--- src/rtl/r_type_assembler.sv ---
// r_type_assembler: packs RISC-V R-type field sets into 32-bit words and streams them to instruction memory.
// Latency: a field set accepted at edge N appears on mem_* (mem_we=1) in the cycle after edge N.
// Backpressure: mem_ready=0 holds the head word; the DEPTH-entry FIFO fills and then in_ready drops.
// Optional build macro RTYPE_OPCODE_CHECK_EN: drop non-R-type opcodes and raise sticky err.

// Small synchronous FIFO with flush; head is visible combinationally from storage.
module r_type_assembler_fifo #(
  parameter int W     = 32,
  parameter int DEPTH = 4
) (
  input  logic                     clk,
  input  logic                     rst,
  input  logic                     flush_i,
  input  logic                     push_i,
  input  logic [W-1:0]             din_i,
  input  logic                     pop_i,
  output logic [W-1:0]             head_o,
  output logic                     full_o,
  output logic                     empty_o,
  output logic [$clog2(DEPTH):0]   count_o
);
  localparam int AW = $clog2(DEPTH);
  localparam logic [AW-1:0] PTR_ONE  = AW'(1);
  localparam logic [AW:0]   CNT_ONE  = (AW+1)'(1);
  localparam logic [AW:0]   CNT_FULL = (AW+1)'(DEPTH);

  logic [W-1:0]  mem_q [DEPTH];
  logic [AW-1:0] wr_ptr_q, wr_ptr_d;
  logic [AW-1:0] rd_ptr_q, rd_ptr_d;
  logic [AW:0]   count_q, count_d;
  logic          do_push;
  logic          do_pop;

  // A push into a full FIFO or a pop from an empty one is ignored outright.
  assign do_push = push_i && !full_o;
  assign do_pop  = pop_i && !empty_o;

  assign full_o  = (count_q == CNT_FULL);
  assign empty_o = (count_q == '0);
  assign count_o = count_q;
  assign head_o  = mem_q[rd_ptr_q];

  // Pointer and occupancy next-state; flush wins over any same-cycle push or pop.
  always_comb begin
    wr_ptr_d = wr_ptr_q;
    rd_ptr_d = rd_ptr_q;
    count_d  = count_q;
    if (flush_i) begin
      wr_ptr_d = '0;
      rd_ptr_d = '0;
      count_d  = '0;
    end else begin
      if (do_push) wr_ptr_d = wr_ptr_q + PTR_ONE;
      if (do_pop)  rd_ptr_d = rd_ptr_q + PTR_ONE;
      case ({do_push, do_pop})
        2'b10:   count_d = count_q + CNT_ONE;
        2'b01:   count_d = count_q - CNT_ONE;
        default: count_d = count_q;
      endcase
    end
  end

  // Pointer and occupancy registers.
  always_ff @(posedge clk) begin
    if (rst) begin
      wr_ptr_q <= '0;
      rd_ptr_q <= '0;
      count_q  <= '0;
    end else begin
      wr_ptr_q <= wr_ptr_d;
      rd_ptr_q <= rd_ptr_d;
      count_q  <= count_d;
    end
  end

  // Storage is not reset: stale entries are never visible because empty gates the head downstream.
  always_ff @(posedge clk) begin
    if (do_push && !flush_i && !rst) begin
      mem_q[wr_ptr_q] <= din_i;
    end
  end
endmodule

module r_type_assembler #(
  parameter int WORDSIZE = 64,
  parameter int SIZE     = 32,
  parameter int DEPTH    = 4
) (
  input  logic                   clk,
  input  logic                   rst,
  input  logic                   start,
  input  logic [WORDSIZE-1:0]    base_addr,
  input  logic                   in_valid,
  output logic                   in_ready,
  input  logic [6:0]             funct7,
  input  logic [4:0]             rs2,
  input  logic [4:0]             rs1,
  input  logic [2:0]             funct3,
  input  logic [4:0]             rd,
  input  logic [6:0]             op_code,
  output logic                   mem_we,
  output logic [WORDSIZE-1:0]    mem_addr,
  output logic [SIZE-1:0]        mem_wdata,
  input  logic                   mem_ready,
  output logic [$clog2(DEPTH):0] count,
  output logic                   err
);
  typedef enum logic {
    S_IDLE = 1'b0,
    S_RUN  = 1'b1
  } state_t;

  localparam logic [WORDSIZE-1:0] ADDR_STEP = WORDSIZE'(4);

  state_t                 state_q, state_d;
  logic [WORDSIZE-1:0]    addr_q, addr_d;
  logic [SIZE-1:0]        packed_word;
  logic [SIZE-1:0]        fifo_head;
  logic                   fifo_full;
  logic                   fifo_empty;
  logic                   accept;
  logic                   opcode_ok;
  logic                   push;
  logic                   pop;

  // Start both launches and restarts a run, so the only non-reset transition target is RUN.
  always_comb begin
    state_d = state_q;
    if (start) state_d = S_RUN;
  end

  // State register.
  always_ff @(posedge clk) begin
    if (rst) state_q <= S_IDLE;
    else     state_q <= state_d;
  end

  // Start blocks acceptance on its own edge since that edge flushes the FIFO anyway.
  assign in_ready = (state_q == S_RUN) && !fifo_full && !start;
  assign accept   = in_valid && in_ready;

`ifdef RTYPE_OPCODE_CHECK_EN
  logic err_q, err_d;

  assign opcode_ok = (op_code == 7'b0110011) || (op_code == 7'b0111011);

  // Illegal opcodes still complete the handshake; they just leave a sticky mark until start or reset.
  always_comb begin
    err_d = err_q;
    if (start)                    err_d = 1'b0;
    else if (accept && !opcode_ok) err_d = 1'b1;
  end

  // Sticky error register.
  always_ff @(posedge clk) begin
    if (rst) err_q <= 1'b0;
    else     err_q <= err_d;
  end

  assign err = err_q;
`else
  assign opcode_ok = 1'b1;
  assign err       = 1'b0;
`endif

  assign push        = accept && opcode_ok;
  assign packed_word = SIZE'({funct7, rs2, rs1, funct3, rd, op_code});

  // mem_* come only from registered state, so there is no in_* -> mem_* combinational path.
  assign mem_we    = !fifo_empty;
  assign pop       = mem_we && mem_ready;
  assign mem_addr  = addr_q;
  assign mem_wdata = fifo_empty ? '0 : fifo_head;

  r_type_assembler_fifo #(
    .W     (SIZE),
    .DEPTH (DEPTH)
  ) u_fifo (
    .clk     (clk),
    .rst     (rst),
    .flush_i (start),
    .push_i  (push),
    .din_i   (packed_word),
    .pop_i   (pop),
    .head_o  (fifo_head),
    .full_o  (fifo_full),
    .empty_o (fifo_empty),
    .count_o (count)
  );

  // Write address: reload on start, otherwise advance by one word per completed write, wrapping silently.
  always_comb begin
    addr_d = addr_q;
    if (start)    addr_d = base_addr;
    else if (pop) addr_d = addr_q + ADDR_STEP;
  end

  // Address register.
  always_ff @(posedge clk) begin
    if (rst) addr_q <= '0;
    else     addr_q <= addr_d;
  end
endmodule

--- config.mk ---
export PLATFORM = sky130hd
export DESIGN_NAME = r_type_assembler
export DESIGN_NICKNAME = d
export VERILOG_FILES = /design/src/rtl/r_type_assembler.sv
export SDC_FILE = /design/constraint.sdc
export NUM_CORES = 1
export LEC_CHECK = 0
export BUFFER_PORTS_ARGS = -buffer_cell sky130_fd_sc_hd__buf_2
export CELL_PAD_IN_SITES_DETAIL_PLACEMENT = 1
export CELL_PAD_IN_SITES_GLOBAL_PLACEMENT = 2
export CORE_MARGIN = 3
export CORE_UTILIZATION = 38
export DETAILED_ROUTE_END_ITERATION = 12
export PLACE_DENSITY = 0.89
export SLEW_MARGIN = 20
export SYNTH_ARGS = -nofsm -noshare
export SYNTH_HDL_FRONTEND = slang
export SYNTH_HIERARCHICAL = 1
export SYNTH_SLANG_ARGS = --single-unit
export TNS_END_PERCENT = 30
--- constraint.sdc ---
create_clock -name clk -period 5.8 [get_ports clk]
set_clock_uncertainty 0.1 [all_clocks]
set_input_delay 0.29 -clock clk [delete_from_list [all_inputs] [get_ports clk]]
set_output_delay 0.29 -clock clk [all_outputs]
set_load 0.03 [all_outputs]
==> metrics.yaml, run 1 <==
status:
  result_of_the_run: "finished, final reports clean"
setup_path:
  critical_path.n_buffers_inverters: 1
  crit_family: "simple AND/OR/NAND/NOR gates"
  cp_endpoint: "mem_addr[62]$_SDFFE_PP0N_"
  regToRegStartpoint: "u_fifo/count_o[0]$_SDFFE_PP0P_"
  timing.critical_path.slowest_stage_cell: "or4_1"
  cp.depth: 7
  regToRegSetupSlack_ns: 2.54
  worst_setup_path_startpoint: "u_fifo/count_o[0]$_SDFFE_PP0P_"
  worst_path_largest_cell_delay_ns: 0.78
  critical_path_arrival_ns: 3.57
  ordered_cell_list_for_the_critical_path: "nor3_2, buf_4, and4b_1, nand3_1, or4_1, or4_1, a311oi_1"
  worst-endpoint-required_ns: 6.11
  reg2reg_depth: 7
  setup.worst_path.class: "flip-flop to flip-flop"
  critical_path.endpoint_type: "flip-flop"
  timing.critical_path.from_type: "flip-flop"
  crit_fanout: 42
  worst_path_most_repeated_cell: "or4_1"
  timing.rr.end: "mem_addr[62]$_SDFFE_PP0N_"
clocking:
  clock_insertion_delay_worst_skew_ns: 0.50
  number_of_gates_given_a_new_drive_strength_after_cts: 0
  clock_sinks: 202
  numCtsBuffers: 23
  clk_pin_slew_ns: 0.06
  cts_tree: "yes"
  number_of_setup_buffers_added_after_cts: 0
  cts-root-buf: "clkbuf_16"
  holdBufCountCts: 77
  cts.htree.levels: 1
  cts_max_path_buffers: 3
global_routing:
  global_route_congestion_overflow_total: 0
  antenna_found_initial: 0
  grt_use_total: 0.221
  first_global_vias: 7955
  grt_max_degree: 62
  grt_first_pass_wirelength_um: 45900
detailed_routing:
  detailedRoute.firstIterationViolations: 520
  post_drt_wl_per_cell_um: 21.4
  met1Wirelength_um: 13100
  drt_pass_1_iters: 4
  detail_route.vias_per_cell: 5.41
  num_vias: 7470
  route.met2.wl_um: 14300
  drt_drc_violations_left: 0
  top_layer: "met4"
  route.antenna.remaining_nets: 0
  met3WireLength_um: 1450
  routed_wl_um: 29500
place:
  port-buffer-count: 201
  post_place_setup_slack_ns: 2.55
  finalWeightedCongestion: 0.824
  placed_wire_length_estimate_after_detailed_placement_um: 19700
  dpl-instance-area_um2: 10600
pwr:
  relative_contribution_of_combinational_cells_to_total_power: 0.088
  power.clock.fraction: 0.440
  power.switching_fraction: 0.239
  vdd_drop_max_v: 0.000182
  seqPwrFrac: 0.472
  power.density_cell_area_nw_per_um2: 281
  p_int_uw: 2600
  static-leakage-power_uw: 0.00439
  report.power.total_uw: 3410
  total_switching_power_uw: 816
synthesis:
  postSynthRegisterBits: 202
  syn_area_um2: 9330
  synth_cells: 779
  synth_enable_flop_cells: 128
  avgSynthCellArea_um2: 12.0
  synth_cell_types: 60
  synth.yosys.warnings: 6
  register_area_share_after_synthesis: 0.571
  mappedNetlistNets: 887
  synth_async_sr_flop_share: 0
  dominantRegCellSynth: "edfxtp_1"
die:
  design.portCount: 203
  row_count: 56
  floorplan.die_area_um2: 26500
  die_w_um: 163
  effective_utilization_at_floorplan: 0.391
  die_h_um: 163
  core_area_um2: 23800
timing:
  timing_worst_slew_pin_value_ns: 0.923
  max_clock_freq_ghz: 0.307
  report.final.slew_viol_count: 0
  rsz0062_at_grt: "no"
  timing.final.ws_setup_ns: 2.54
  worst_slew_margin_rel: 0.380
  setup_failing_eps_final: 0
  finalSetupTns_ns: 0
  layout_min_cycle_time_ns: 3.26
  finalCritPeriodShare: 0.562
  final-hold-violation-count: 0
final_layout:
  design_area_um2: 12200
  nFillCells: 2581
  drive_gt1_frac: 0.273
  layout_commonest_cell: "buf_2"
  syn2layout_area_growth_pct: 30.4
  most-common-layout-cells: "buf_2, edfxtp_1, dlygate4sd3_1, dfxtp_1, nor2_1"
  nNetsFinal: 1152
  antenna-diode-count: 0
run:
  max_cap_violations: 0
min_path:
  min_path_type: "primary input to flip-flop"
-- cell usage after synthesis, drive strengths merged (20+ instances only) --
cell type,number,area share
dfxtp,74,0.16
clkbuf,31,0.013
nand3,26,0.014
mux4,32,0.077
a211oi,23,0.019
nor2b,37,0.025
nand4,28,0.019
nor3,21,0.011
edfxtp,128,0.41
or4,20,0.016
nor2,64,0.026
nand2,48,0.019
xnor2,27,0.025
-- kinds of logic after synthesis --
kind of cell	Yosys count	synth area share
other	1	0.000402
xor gates and xnor gates	36	0.0338
and+or+nand+nor	329	0.194
DFF	202	0.571
adders and majority gates	7	0.0102
muxes	36	0.0816
AOI/OAI and AO/OA	103	0.0797
buffers and inverters	65	0.0290
-- registers in the layout, indices dropped and copies added, names as in the netlist, named ones only --
name and flops:
state_q 1, u_fifo/mem_q 128, u_fifo/wr_ptr_q 2, u_fifo/rd_ptr_q 2, mem_addr 64, u_fifo/count_o 3
-- stage by stage --
stage,utilization,hold slack (ns),instances
5_1_grt,0.510,0.00364,1380
3_3_place_gp,0.445,0.340,1261
4_1_cts,0.510,0.000595,1380
2_1_floorplan,-,0.289,779
3_5_place_dp,0.445,0.356,1261
6_report,0.510,0.0248,1380
-- worst reg2reg max path, delay by kind of cell, from the launching register on --
| kind | cells | cell delay [ns] |
|---|---|---|
| and+or+nand+nor | 5 | 2.13 |
| AOI/OAI and AO/OA | 1 | 0.25 |
| DFF | 1 | 0.41 |
| buffers and inverters | 1 | 0.27 |
-- worst min path at each step --
stage	depth (start not counted)	endpoint	slack [ns]	from
finish	3	mem_addr[47]$_SDFFE_PP0N_	0.02	base_addr[47]
global placement	2	state_q$_SDFFE_PP0P_	0.34	state_q$_SDFFE_PP0P_
CTS	3	mem_addr[20]$_SDFFE_PP0N_	0.0006	base_addr[20]
global route	3	mem_addr[51]$_SDFFE_PP0N_	0.004	base_addr[51]
floorplan	0	u_fifo/mem_q[0][0]$_DFFE_PP_	0.29	op_code[0]
detailed placement	2	state_q$_SDFFE_PP0P_	0.36	state_q$_SDFFE_PP0P_
-- power groups by stage --
stage                     combinational [uW]  sequential (uW)  clock [uW]
after floorplan                         94.0             1680           0
after CTS                                300             1610        1530
after global placement                   252             1640           0
after detailed placement                 257             1640           0
final                                    300             1610        1500
after global routing                     325             1620        1600
-- final cells by class --
cell class                 instances  area [um^2]  area share
clock buffer                      29          598      0.0492
clock inverter                    13          184      0.0151
inverter                          17         65.1     0.00535
multi-input combinational        512         3730       0.307
sequential                       202         5330       0.438
tap                              319          399      0.0328
timing repair buffer             288         1850       0.152
-- per-layer routing --
layer  vias to the layer above  GRT usage
met5                         -          0
met4                         0     0.0577
met3                        37     0.0364
met2                       209      0.371
met1                      3699      0.299
li1                       3525          -
Power figures use the tool's default switching activity.
==> run 2, diff against run 1 <==
--- a/config.mk
+++ b/config.mk
@@ -9,9 +9,9 @@
 export CELL_PAD_IN_SITES_DETAIL_PLACEMENT = 1
 export CELL_PAD_IN_SITES_GLOBAL_PLACEMENT = 2
 export CORE_MARGIN = 3
-export CORE_UTILIZATION = 38
+export CORE_UTILIZATION = 32
 export DETAILED_ROUTE_END_ITERATION = 12
-export PLACE_DENSITY = 0.89
+export PLACE_DENSITY = 0.81
 export SLEW_MARGIN = 20
 export SYNTH_ARGS = -nofsm -noshare
 export SYNTH_HDL_FRONTEND = slang
==> constraint.sdc (replaced) <==
create_clock -name clk -period 2.9 [get_ports clk]
set_clock_uncertainty 0.1 [all_clocks]
set_input_delay 0.145 -clock clk [delete_from_list [all_inputs] [get_ports clk]]
set_output_delay 0.145 -clock clk [all_outputs]
set_load 0.03 [all_outputs]
==> run 2 against run 1 <==
  * Sequential share of layout area fell by 2.0 points
  * Maximum frequency is 18% higher
  * Setup slack worse by 2.4 ns
  * Combinational power increased by 130%
  * Clock power rose by 88%
  * Hold slack improved by 0.0045 ns
  * Non-clock buffer count up 63
  * Flip-flop and latch count unchanged
  * Sequential power grew 98%
  * Critical endpoint is now u_fifo/count_o[2]$_SDFFE_PP0P_
  * Largest cell class unchanged
  * Largest power group unchanged
==> metrics.yaml, run 2 (synthesized netlist as in run 1, its figures left out) <==
global_routing:
  antenna_found_initial: 2
  grt_use_total: 0.194
  grt_max_degree: 38
  global_route_congestion_overflow_total: 0
  grt_first_pass_wirelength_um: 47700
  first_global_vias: 8326
clocking:
  cts_max_path_buffers: 3
  cts-root-buf: "clkbuf_16"
  clock_sinks: 202
  number_of_setup_buffers_added_after_cts: 0
  numCtsBuffers: 23
  clk_pin_slew_ns: 0.06
  cts.htree.levels: 1
  cts_tree: "yes"
  clock_insertion_delay_worst_skew_ns: 0.52
die:
  row_count: 61
  die_w_um: 177
  design.portCount: 203
  floorplan.die_area_um2: 31200
  effective_utilization_at_floorplan: 0.330
  core_area_um2: 28200
  die_h_um: 177
detailed_routing:
  top_layer: "met5"
  drt_drc_violations_left: 0
  detail_route.vias_per_cell: 5.16
  post_drt_wl_per_cell_um: 20.5
  route.antenna.remaining_nets: 0
  detailedRoute.firstIterationViolations: 521
  met1Wirelength_um: 13700
  met3WireLength_um: 1620
  drt_pass_1_iters: 4
  route.met2.wl_um: 15200
  routed_wl_um: 30700
  num_vias: 7750
place:
  post_place_setup_slack_ns: 0.168
  finalWeightedCongestion: 0.788
  placed_wire_length_estimate_after_detailed_placement_um: 21600
  port-buffer-count: 201
  placed_cells: 1363
pwr:
  report.power.total_uw: 6710
  vdd_drop_max_v: 0.000426
  power.density_cell_area_nw_per_um2: 527
  static-leakage-power_uw: 0.00468
setup_path:
  regToRegSetupSlack_ns: 0.15
  worst-endpoint-required_ns: 3.23
  critical_path_arrival_ns: 3.08
  critical_path.endpoint_type: "flip-flop"
  setup.worst_path.class: "flip-flop to flip-flop"
  timing.critical_path.from_type: "flip-flop"
  regToRegStartpoint: "u_fifo/count_o[1]$_SDFFE_PP0P_"
  reg2reg_depth: 12
  timing.rr.end: "u_fifo/count_o[2]$_SDFFE_PP0P_"
  crit_fanout: 6
final_layout:
  largest_reg_flops: 128
  multi_input_comb_area_um2: 3750
  most-common-layout-cells: "buf_2, edfxtp_1, dlygate4sd3_1, dfxtp_1, nor2_1"
  layout_commonest_cell: "buf_2"
  syn2layout_area_growth_pct: 36.5
  final_non_filler_cells: 1501
  nNetsFinal: 1215
  drive_gt1_frac: 0.303
  nFillCells: 3076
  registers.top_by_ff_count: "u_fifo/mem_q"
  antenna-diode-count: 0
  ff_latch_area_um2: 5330
status:
  result_of_the_run: "finished, final reports clean"
timing:
  timing_worst_slew_pin_value_ns: 0.897
  finalCritPeriodShare: 0.950
  timing.final.ws_setup_ns: 0.146
  setup_failing_eps_final: 0
  finalSetupTns_ns: 0
  final-hold-violation-count: 0
  layout_min_cycle_time_ns: 2.75
  report.final.slew_viol_count: 0
  worst_slew_margin_rel: 0.402
  max_clock_freq_ghz: 0.363
run:
  max_cap_violations: 0
min_path:
  end_of_the_worst_hold_path: "state_q$_SDFFE_PP0P_"
  min_path_type: "primary input to flip-flop"
  min_path_cells: 2
  worst_hold_startpoint: "rst"
run 2: report_power, final:
group          internal [uW]  leakage (uW)  switching (uW)  total, uW
clock network           1650      0.000364            1170       2820
logic                    298       0.00255             406        704
registers               3120       0.00176            64.8       3180
total                   5060       0.00468            1650       6710
run 2: per-layer routing:
| layer | vias up | track usage |
|---|---|---|
| li1 | 3645 | - |
| met4 | 2 | 0.0249 |
| met3 | 26 | 0.0320 |
| met5 | - | 0 |
| met2 | 223 | 0.344 |
| met1 | 3854 | 0.259 |
run 2: worst max path at each step:
| stage | from | endpoint | slack (ns) |
|---|---|---|---|
| 2_1_floorplan | u_fifo/count_o[2]$_SDFFE_PP0P_ | u_fifo/count_o[2]$_SDFFE_PP0P_ | 0.05 |
| 3_3_place_gp | u_fifo/count_o[2]$_SDFFE_PP0P_ | u_fifo/count_o[2]$_SDFFE_PP0P_ | 0.20 |
| 3_5_place_dp | u_fifo/count_o[2]$_SDFFE_PP0P_ | u_fifo/count_o[2]$_SDFFE_PP0P_ | 0.17 |
| 4_1_cts | u_fifo/count_o[2]$_SDFFE_PP0P_ | u_fifo/count_o[2]$_SDFFE_PP0P_ | 0.14 |
| 5_1_grt | u_fifo/count_o[1]$_SDFFE_PP0P_ | u_fifo/count_o[2]$_SDFFE_PP0P_ | -0.005 |
| 6_report | u_fifo/count_o[1]$_SDFFE_PP0P_ | u_fifo/count_o[2]$_SDFFE_PP0P_ | 0.15 |
run 2: critical path, cell delays in order (launching register included):
cell	delay (ns)
dfxtp_1	0.35
or3b_4	0.44
inv_1	0.08
nor3b_2	0.05
and2_1	0.20
and2_4	0.16
inv_1	0.06
ha_2	0.18
inv_1	0.05
fa_1	0.37
xor2_1	0.16
or3_1	0.30
a21oi_1	0.16
run 2: repair_timing:
action,CTS,global route
hold endpoints to repair,194,0
setup endpoints to repair,0,1
hold buffers,97,0
gates resized for setup,0,2
run 2: per-stage QoR:
| step | area [um^2] | hold slack [ns] | util |
|---|---|---|---|
| after floorplan | 9340 | 0.144 | - |
| after global routing | 12700 | 0.0561 | 0.451 |
| final | 12700 | 0.0294 | 0.451 |
| after global placement | 11000 | 0.260 | 0.390 |
| after detailed placement | 11000 | 0.266 | 0.390 |
| after CTS | 12700 | 0.0230 | 0.451 |
run 2: final cells by class:
cell class,instances,area share
sequential,202,0.419
multi-input combinational,512,0.294
timing repair buffer,351,0.188
clock buffer,26,0.0461
tap,378,0.0372
clock inverter,15,0.0113
inverter,17,0.00501
